`src/rtl/parking_gate_controller.sv`:
```
// Gate-side controller for the parking occupancy counter.
// Debounces the entry/exit loop sensors and latches the card type. It emits one
// car_entered / car_exited pulse per admitted or departing car and drives the barriers.

// Synchronizer plus debouncer for one loop sensor. The rise output is a
// one-cycle strobe that is registered on the same edge as the level flip.
module pgc_debounce #(
  parameter int CYCLES = 4
) (
  input  logic clk,
  input  logic rst,
  input  logic raw,
  output logic level,
  output logic rise
);
  localparam int CW = $clog2(CYCLES + 1);
  localparam logic [CW-1:0] LAST = CW'(CYCLES - 1);

  logic [1:0]    sync;
  logic [CW-1:0] cnt;

  // The level flips on the CYCLES-th consecutive disagreeing cycle.
  always_ff @(posedge clk or posedge rst) begin
    if (rst) begin
      sync  <= '0;
      cnt   <= '0;
      level <= 1'b0;
      rise  <= 1'b0;
    end else begin
      sync <= {sync[0], raw};
      rise <= 1'b0;
      if (sync[1] == level) begin
        cnt <= '0;
      end else if (cnt == LAST) begin
        level <= ~level;
        rise  <= ~level;
        cnt   <= '0;
      end else begin
        cnt <= cnt + 1'b1;
      end
    end
  end
endmodule

module parking_gate_controller #(
  parameter int DEBOUNCE_CYCLES = 4,
  parameter int PULSE_CYCLES    = 2,
  parameter int GATE_CYCLES     = 16
) (
  input  logic clk,
  input  logic rst,
  input  logic entry_sensor,
  input  logic entry_is_uni,
  input  logic exit_sensor,
  input  logic exit_is_uni,
  input  logic uni_is_vacated_space,
  input  logic free_is_vacated_space,
  output logic car_entered,
  output logic is_uni_car_entered,
  output logic car_exited,
  output logic is_uni_car_exited,
  output logic entry_gate_open,
  output logic exit_gate_open,
  output logic entry_denied
);
  localparam int TMAX = (PULSE_CYCLES > GATE_CYCLES) ? PULSE_CYCLES : GATE_CYCLES;
  localparam int TW   = $clog2(TMAX + 1);
  localparam logic [TW-1:0] P_LAST = TW'(PULSE_CYCLES - 1);
  localparam logic [TW-1:0] G_LAST = TW'(GATE_CYCLES - 1);

  typedef enum logic [2:0] {E_IDLE, E_CHECK, E_PULSE, E_HOLD, E_GATE, E_DENY} ent_t;
  typedef enum logic [1:0] {X_IDLE, X_PULSE, X_HOLD, X_GATE} ext_t;

  logic ent_lvl, ent_rise, ext_lvl, ext_rise;
  logic [1:0] ent_uni_sync, ext_uni_sync;

  ent_t e_state, e_next;
  ext_t x_state, x_next;
  logic [TW-1:0] e_tmr, e_tmr_next, x_tmr, x_tmr_next;
  logic e_uni_next, x_uni_next;

  pgc_debounce #(.CYCLES(DEBOUNCE_CYCLES)) u_ent_db (
    .clk(clk), .rst(rst), .raw(entry_sensor), .level(ent_lvl), .rise(ent_rise));
  pgc_debounce #(.CYCLES(DEBOUNCE_CYCLES)) u_ext_db (
    .clk(clk), .rst(rst), .raw(exit_sensor), .level(ext_lvl), .rise(ext_rise));

  // Card-type inputs get the same 2-flop synchronizer as the sensors.
  always_ff @(posedge clk or posedge rst) begin
    if (rst) begin
      ent_uni_sync <= '0;
      ext_uni_sync <= '0;
    end else begin
      ent_uni_sync <= {ent_uni_sync[0], entry_is_uni};
      ext_uni_sync <= {ext_uni_sync[0], exit_is_uni};
    end
  end

  // Entry next-state: the vacancy check uses the type already latched on leaving IDLE.
  always_comb begin
    e_next     = e_state;
    e_tmr_next = e_tmr;
    e_uni_next = is_uni_car_entered;
    case (e_state)
      E_IDLE: begin
        e_tmr_next = '0;
        if (ent_rise) begin
          e_next     = E_CHECK;
          e_uni_next = ent_uni_sync[1];
        end
      end
      E_CHECK: begin
        e_tmr_next = '0;
        e_next = (is_uni_car_entered ? uni_is_vacated_space : free_is_vacated_space)
                 ? E_PULSE : E_DENY;
      end
      E_PULSE: begin
        if (e_tmr == P_LAST) begin
          e_next     = E_HOLD;
          e_tmr_next = '0;
        end else begin
          e_tmr_next = e_tmr + 1'b1;
        end
      end
      E_HOLD: begin
        e_next     = E_GATE;
        e_tmr_next = '0;
      end
      E_GATE: begin
        if (e_tmr != G_LAST) e_tmr_next = e_tmr + 1'b1;
        if (e_tmr == G_LAST && !ent_lvl) e_next = E_IDLE;
      end
      E_DENY: begin
        if (!ent_lvl) e_next = E_IDLE;
      end
      default: e_next = E_IDLE;
    endcase
  end

  // Exit next-state: exits are never refused, so there is no CHECK or DENY.
  always_comb begin
    x_next     = x_state;
    x_tmr_next = x_tmr;
    x_uni_next = is_uni_car_exited;
    case (x_state)
      X_IDLE: begin
        x_tmr_next = '0;
        if (ext_rise) begin
          x_next     = X_PULSE;
          x_uni_next = ext_uni_sync[1];
        end
      end
      X_PULSE: begin
        if (x_tmr == P_LAST) begin
          x_next     = X_HOLD;
          x_tmr_next = '0;
        end else begin
          x_tmr_next = x_tmr + 1'b1;
        end
      end
      X_HOLD: begin
        x_next     = X_GATE;
        x_tmr_next = '0;
      end
      X_GATE: begin
        if (x_tmr != G_LAST) x_tmr_next = x_tmr + 1'b1;
        if (x_tmr == G_LAST && !ext_lvl) x_next = X_IDLE;
      end
      default: x_next = X_IDLE;
    endcase
  end

  // State, timers and registered outputs decoded from the next state.
  always_ff @(posedge clk or posedge rst) begin
    if (rst) begin
      e_state            <= E_IDLE;
      x_state            <= X_IDLE;
      e_tmr              <= '0;
      x_tmr              <= '0;
      car_entered        <= 1'b0;
      is_uni_car_entered <= 1'b0;
      car_exited         <= 1'b0;
      is_uni_car_exited  <= 1'b0;
      entry_gate_open    <= 1'b0;
      exit_gate_open     <= 1'b0;
      entry_denied       <= 1'b0;
    end else begin
      e_state            <= e_next;
      x_state            <= x_next;
      e_tmr              <= e_tmr_next;
      x_tmr              <= x_tmr_next;
      car_entered        <= (e_next == E_PULSE);
      is_uni_car_entered <= e_uni_next;
      car_exited         <= (x_next == X_PULSE);
      is_uni_car_exited  <= x_uni_next;
      entry_gate_open    <= (e_next == E_GATE);
      exit_gate_open     <= (x_next == X_GATE);
      entry_denied       <= (e_next == E_DENY);
    end
  end
endmodule

```
`config.mk`:
```
export PLATFORM = sky130hd
export DESIGN_NAME = parking_gate_controller
export DESIGN_NICKNAME = d
export VERILOG_FILES = /design/src/rtl/parking_gate_controller.sv
export SDC_FILE = /design/constraint.sdc
export NUM_CORES = 1
export LEC_CHECK = 0
export BUFFER_PORTS_ARGS = -buffer_cell sky130_fd_sc_hd__buf_2
export CAP_MARGIN = 0
export CORE_MARGIN = 2
export CORE_UTILIZATION = 40
export CTS_CLUSTER_SIZE = 12
export DETAILED_ROUTE_END_ITERATION = 12
export SYNTH_ARGS = -nofsm -noshare
export SYNTH_HDL_FRONTEND = slang
export SYNTH_SLANG_ARGS = --single-unit
```
`constraint.sdc`:
```
create_clock -name clk -period 3.32 [get_ports clk]
set_input_delay 0.332 -clock clk [delete_from_list [all_inputs] [get_ports clk]]
set_output_delay 0.332 -clock clk [all_outputs]
set_load 0.05 [all_outputs]
```
==> metrics.txt, run 1 <==
max incr delay on CP=0.44 ns; MaxCap Viol Count=0; sequential area share after synthesis=roughly 58%; TritonCTS buffer count=5; Post-Synth Simple-Gate Area=between 10% and 20%; post-synth design cell area=~1700 sq um; multi-input logic area=649 sq um; Worst Path Arrival=approximately 2.2 ns; Pwr Total=~1.5 mW; RR Startpoint=e_tmr[0]$_DFFE_PP0P_; worst path cell trace=ha_1 -> and3_1 -> ha_1 -> o31a_1 -> or3_1 -> a21oi_1; Tot GR Track Use=about 13%; utilization after layout=a little under half; Setup WS pre-CTS=approximately 1.4 ns; Reg2Reg Setup Slack=approximately 1.3 ns; vias in the first global route=~1,100; fmax=~0.50 GHz; Worst slew margin=50.2%; DRT iter0 DRCs=60; Slew Limit Fails=0; xor and xnor fraction of the mapped netlist area=under 10%; Final Setup Violations=0; Hold Violations, Final=0; cell count of the worst hold path=1; CTS Hold Bufs=0; final WL=around 2700 um; Critical-path top delay cell=dfrtp_1; Rows=23; worst setup margin=about 1.3 ns; compound-gate portion of the synthesized area=between 10% and 20%; CTS tree=built; Cell Count, Final, Fillers Out=~210; Synth Area in Adders=5.84%; # nets final=between 150 and 200; FF-to-FF End=e_tmr[3]$_DFFE_PP0P_; Setup Fix Bufs, Post-CTS=0; Routed WL per cell=roughly 13 um; Worst Hold Class=in -> reg; I/O pin count=15; Slew @ Worst Pin=0.746 ns; die area=just under 5000 sq um; Synth Net Count=162; crit share post-route=between 50% and 60%; mux cell area share after synthesis=3.79%; GR Overflow Total=0; post-placement cell count=a little over 200; IO Port Bufs=14; Worst R2R Path Depth=6; Post-CTS Resized=0; Syn Inst Count=146; clock root cell=clkbuf_8; status=completed; htree depth=2; minimum clock period=1.98 ns; antenna fix cells=0; DRT antenna net count=0; GPL Wtd Cong=0.761; pwr/cell area=just under 800 nW/um^2; Yosys reg bits=40; Die H=69.5 um; maximum buffer depth of the clock tree=2; maximum vdd drop=around 0.00032 V; Hold Startpoint=entry_sensor; largest family of logic cells by synthesized area=simple AND/OR/NAND/NOR gates; post-route DRC violation count=0; Area Growth Syn to Fin=11.8%; vias per cell=about 5.2; cell mode on critical path=ha_1; P_leak=~0.9 nW; first drt pass iteration count=4; Fin Clk Skew=0.00684 ns; Synth Area per Inst=between 10 and 15 sq um; hpwl dp=about 1900 um; initial antenna violation count=0; die span in x=69.5 um; Critical Path End Type=flop; clk_lat worst skew=0.29 ns; unique cell type count in the Yosys netlist=36; via count=between 1,000 and 1,500; FF/Latch Area=between 1000 and 1500 sq um; share of cells above drive strength 1=between 10% and 20%; type of the worst setup path=reg -> reg; setup TNS=0 ns; Area after DPL=around 1800 sq um; most frequent cells in the layout=dfrtp_1 (40), buf_2 (14), inv_1 (9), nand2_1 (9); Max Fanout on Critical Path=7; startpoint types=flop; first-pass GRT wire length=~5000 um; Synthesis Warnings=0; core area=just over 4000 sq um; worst hold margin=approximately 0.14 ns; Hold Path End=u_ent_db.sync[0]$_DFF_PP0_; Sink Count=40; Design Area, Final=1920 sq um; RSZ-0062 raised after global routing=false; Reg clk slew, reported paths=about 0.080 ns; commonest non-fill, non-tap cell in the layout=dfrtp_1; Initial Util=roughly 42%; fillcell total=between 300 and 400; largest net degree at the start of global routing=22; CP Data Required Time=between 3 and 4 ns
==> logic make-up after synthesis <==
family                   after synthesis
AND/OR/NAND/NOR                       46
flip-flops                            40
AO/OA/AOI/OAI                         30
buffers and inverters                 14
adder cells (fa/ha/maj)                8
multiplexers                           6
XOR/XNOR                               2
==> power by group <==
group	switching, mW	internal, mW
clock network	0.165	0.169
registers	0.122	0.609
logic	0.265	0.182
total	0.551	0.960
==> worst max path at each step <==
stage | end | slack, ns | depth (start not counted) | start
4_1_cts | e_tmr[3]$_DFFE_PP0P_ | 1.33 | 6 | e_tmr[0]$_DFFE_PP0P_
2_1_floorplan | e_tmr[3]$_DFFE_PP0P_ | 1.51 | 6 | e_tmr[0]$_DFFE_PP0P_
6_report | e_tmr[3]$_DFFE_PP0P_ | 1.34 | 6 | e_tmr[0]$_DFFE_PP0P_
3_3_place_gp | e_tmr[3]$_DFFE_PP0P_ | 1.47 | 6 | e_tmr[0]$_DFFE_PP0P_
3_5_place_dp | e_tmr[3]$_DFFE_PP0P_ | 1.36 | 6 | e_tmr[0]$_DFFE_PP0P_
5_1_grt | e_tmr[3]$_DFFE_PP0P_ | 1.25 | 6 | e_tmr[0]$_DFFE_PP0P_
==> synth_stat cells <==
| cell | n | area share [%] |
|---|---|---|
| ha_1 | 8 | 5.8 |
| and2b_1 | 1 | 0.44 |
| and3b_1 | 1 | 0.51 |
| a211o_1 | 1 | 0.51 |
| xnor2_1 | 2 | 1.0 |
| nor3_1 | 3 | 0.88 |
| nor3b_1 | 4 | 1.8 |
| nand2_1 | 9 | 2.0 |
| nor2_1 | 4 | 0.88 |
| or3_1 | 4 | 1.5 |
| o31ai_1 | 5 | 2.2 |
| buf_6 | 1 | 0.66 |
| mux2_2 | 4 | 2.6 |
| or4b_4 | 1 | 0.80 |
| a21boi_0 | 1 | 0.44 |
| inv_1 | 9 | 2.0 |
| o21ai_0 | 6 | 1.8 |
| a21o_1 | 1 | 0.44 |
| nand2b_1 | 1 | 0.36 |
| o21ai_2 | 1 | 0.51 |
| a211oi_1 | 2 | 0.88 |
| nor2b_1 | 7 | 2.6 |
| nand3_1 | 2 | 0.58 |
| or4b_1 | 1 | 0.58 |
| or2b_1 | 1 | 0.44 |
| and3_1 | 5 | 1.8 |
| o31a_1 | 1 | 0.51 |
| dfrtp_1 | 40 | 58 |
| o2bb2ai_1 | 1 | 0.51 |
| a21oi_1 | 8 | 2.3 |
| o221ai_1 | 1 | 0.51 |
| a31oi_1 | 1 | 0.36 |
| buf_2 | 4 | 1.2 |
| or2_2 | 2 | 0.73 |
| o32ai_1 | 1 | 0.51 |
| mux2i_1 | 2 | 1.2 |
==> critical path: cells and delay by family, from the launching register on <==
kind	cells	cell delay [ns]
adders and majority gates	2	0.44
and+or+nand+nor	2	0.56
AOI/OAI and AO/OA	2	0.47
DFF	1	0.44
==> sequential cells by signal (all words and copies together) (netlist names), 2 cells and up <==
signal / cells
x_state: 2
e_tmr: 5
ent_uni_sync: 2
u_ext_db.sync: 2
ext_uni_sync: 2
e_state: 3
u_ent_db.sync: 2
x_tmr: 5
u_ent_db.cnt: 3
u_ext_db.cnt: 3
==> layout make-up <==
class                           count  share of cell area (%)
Clock buffer                        7                    4.50
Clock inverter                      1                   0.391
Inverter                            9                    1.76
Multi-Input combinational cell     92                    33.9
Sequential cell                    40                    52.2
Tap cell                           50                    3.26
Timing Repair Buffer               15                    4.04
==> per-layer routing <==
metal / GRT usage (%) / vias up / share of wire [%]
li1: - / 547 / -
met1: 16.4 / 540 / 47
met2: 19.6 / 16 / 47
met3: 4.36 / 7 / 3.7
met4: 7.19 / 0 / 2.2
met5: 0 / - / 0
Power figures use the tool's default switching activity.
==> run 2: changes to the inputs <==
- clock period: 3.32 -> 1.7 ns (I/O delays scaled with it)
==> metrics.txt, run 2 (same netlist as run 1, synthesis figures left out) <==
CTS tree=built; Worst Path Arrival=slightly below 2 ns; Max Fanout on Critical Path=5; I/O pin count=15; RSZ-0062 raised after global routing=true; final WL=2870 um; Reg2Reg Setup Slack=-0.02 ns; clk_lat worst skew=around 0.28 ns; type of the worst setup path=reg -> reg; first drt pass iteration count=4; antenna fix cells=0; Slew @ Worst Pin=just under 0.5 ns; failing checks=negative hold slack, negative setup slack; Fin Clk Skew=around 0.0031 ns; maximum buffer depth of the clock tree=2; Rows=23; worst hold margin=-0.0109 ns; post-route DRC violation count=0; Die H=a little under 70 um; DRT iter0 DRCs=38; die span in x=between 60 and 70 um; Hold Violations, Final=27; Initial Util=approximately 42%; Pwr Total=~3.3 mW; TritonCTS buffer count=5; Tot GR Track Use=between 10% and 20%; startpoint types=flop; vias in the first global route=around 1,200; Reg clk slew, reported paths=around 0.080 ns; first-pass GRT wire length=4970 um; worst path cell trace=ha_2 -> and3_4 -> ha_4 -> o31a_1 -> or3_1 -> a21oi_1; Slew Limit Fails=0; core area=about 4100 sq um; most frequent cells in the layout=dfrtp_1 (40), buf_2 (14), inv_1 (9), nand2_1 (9), buf_4 (9); Worst slew margin=68.0%; share of cells above drive strength 1=a little under a third; # nets final=between 150 and 200; minimum clock period=around 1.7 ns; DRT antenna net count=0; Critical Path End Type=flop; vias per cell=between 5 and 6; RR Startpoint=e_tmr[1]$_DFFE_PP0P_; crit path from=e_tmr[1]$_DFFE_PP0P_; FF-to-FF End=e_tmr[2]$_DFFE_PP0P_; Routed WL per cell=around 13 um; CP Data Required Time=1.91 ns; GR Overflow Total=0; Worst Hold Class=in -> async; GPL Wtd Cong=0.849; hpwl dp=about 2100 um; Final Setup Violations=2; die area=~4800 sq um; htree depth=2; MaxCap Viol Count=0; IO Port Bufs=14; fillcell total=335; maximum vdd drop=0.000818 V; Area Growth Syn to Fin=25.4%; initial antenna violation count=0; largest net degree at the start of global routing=41; fmax=around 0.58 GHz; P_leak=0.980 nW; pwr/cell area=around 1500 nW/um^2; status=finished with violations; clock root cell=clkbuf_8; crit share post-route=101%; Sink Count=40; worst setup margin=-0.0234 ns; setup TNS=-0.0356 ns; commonest non-fill, non-tap cell in the layout=dfrtp_1; Worst R2R Path Depth=6; Regs by FF count=e_tmr: 5 flops, x_tmr: 5 flops; via count=about 1,100; max incr delay on CP=between 0.3 and 0.4 ns; Critical-path top delay cell=dfrtp_1
-- run 2: cell count changes in the layout (fill, tap and decap cells not counted), moves of 2 or more --
cell	delta
a21oi_1	-3
buf_4	+8
a21oi_2	+3
ha_1	-4
and3_4	+2
ha_2	+3
and3_1	-2
dlygate4sd3_1	+4
-- run 2: power breakdown --
| group | switching [mW] | internal, mW |
|---|---|---|
| sequential | 0.233 | 1.19 |
| clock | 0.339 | 0.442 |
| combinational | 0.600 | 0.493 |
| total | 1.17 | 2.12 |
-- run 2: worst max path at each step --
stage	to	slack, ns
global placement	e_tmr[3]$_DFFE_PP0P_	0.01
detailed placement	e_tmr[2]$_DFFE_PP0P_	-0.05
CTS	e_tmr[2]$_DFFE_PP0P_	-0.02
finish	e_tmr[2]$_DFFE_PP0P_	-0.02
floorplan	e_tmr[3]$_DFFE_PP0P_	-0.04
global route	e_tmr[2]$_DFFE_PP0P_	-0.1
-- run 2: routing by layer --
metal	GRT usage (%)	vias up	wire length (um)
met2	22.6	17	1500
met4	5.45	0	24
li1	-	575	-
met1	14.5	552	1230
met5	0	-	0
met3	5.09	2	116
-- run 2: layout make-up --
cell class | instances | area (sq um) | area share, %
Timing Repair Buffer | 28 | 189 | 8.78
Clock buffer | 5 | 68.8 | 3.20
Multi-Input combinational cell | 92 | 749 | 34.8
Tap cell | 50 | 62.6 | 2.91
Sequential cell | 40 | 1000 | 46.5
Clock inverter | 3 | 46.3 | 2.15
Inverter | 9 | 33.8 | 1.57
-- run 2: metrics by stage --
stage          util [%]  cell area (sq um)  worst slack [ns]  instances
6_report           53.0               2150           -0.0234        227
2_1_floorplan         -               1740           -0.0389        146
3_5_place_dp       47.0               1910           -0.0530        214
3_3_place_gp       47.0               1910            0.0120        214
5_1_grt            53.0               2150           -0.0955        227
4_1_cts            51.9               2110           -0.0190        227
-- run 2: repair_timing --
action / in CTS / in global routing
hold endpoints to repair: 4 / 0
endpoints found under the setup margin: 7 / 11
pin swaps: 1 / 3
hold buffers: 4 / 0
resized for setup: 6 / 11
setup buffers: 1 / 0
-- run 2: worst max-delay path, delay by kind of cell, from the launching register on --
family,cells,cell delay [ns]
fa+ha+maj,2,0.34
simple gates,2,0.50
compound gates,2,0.43
flops,1,0.39
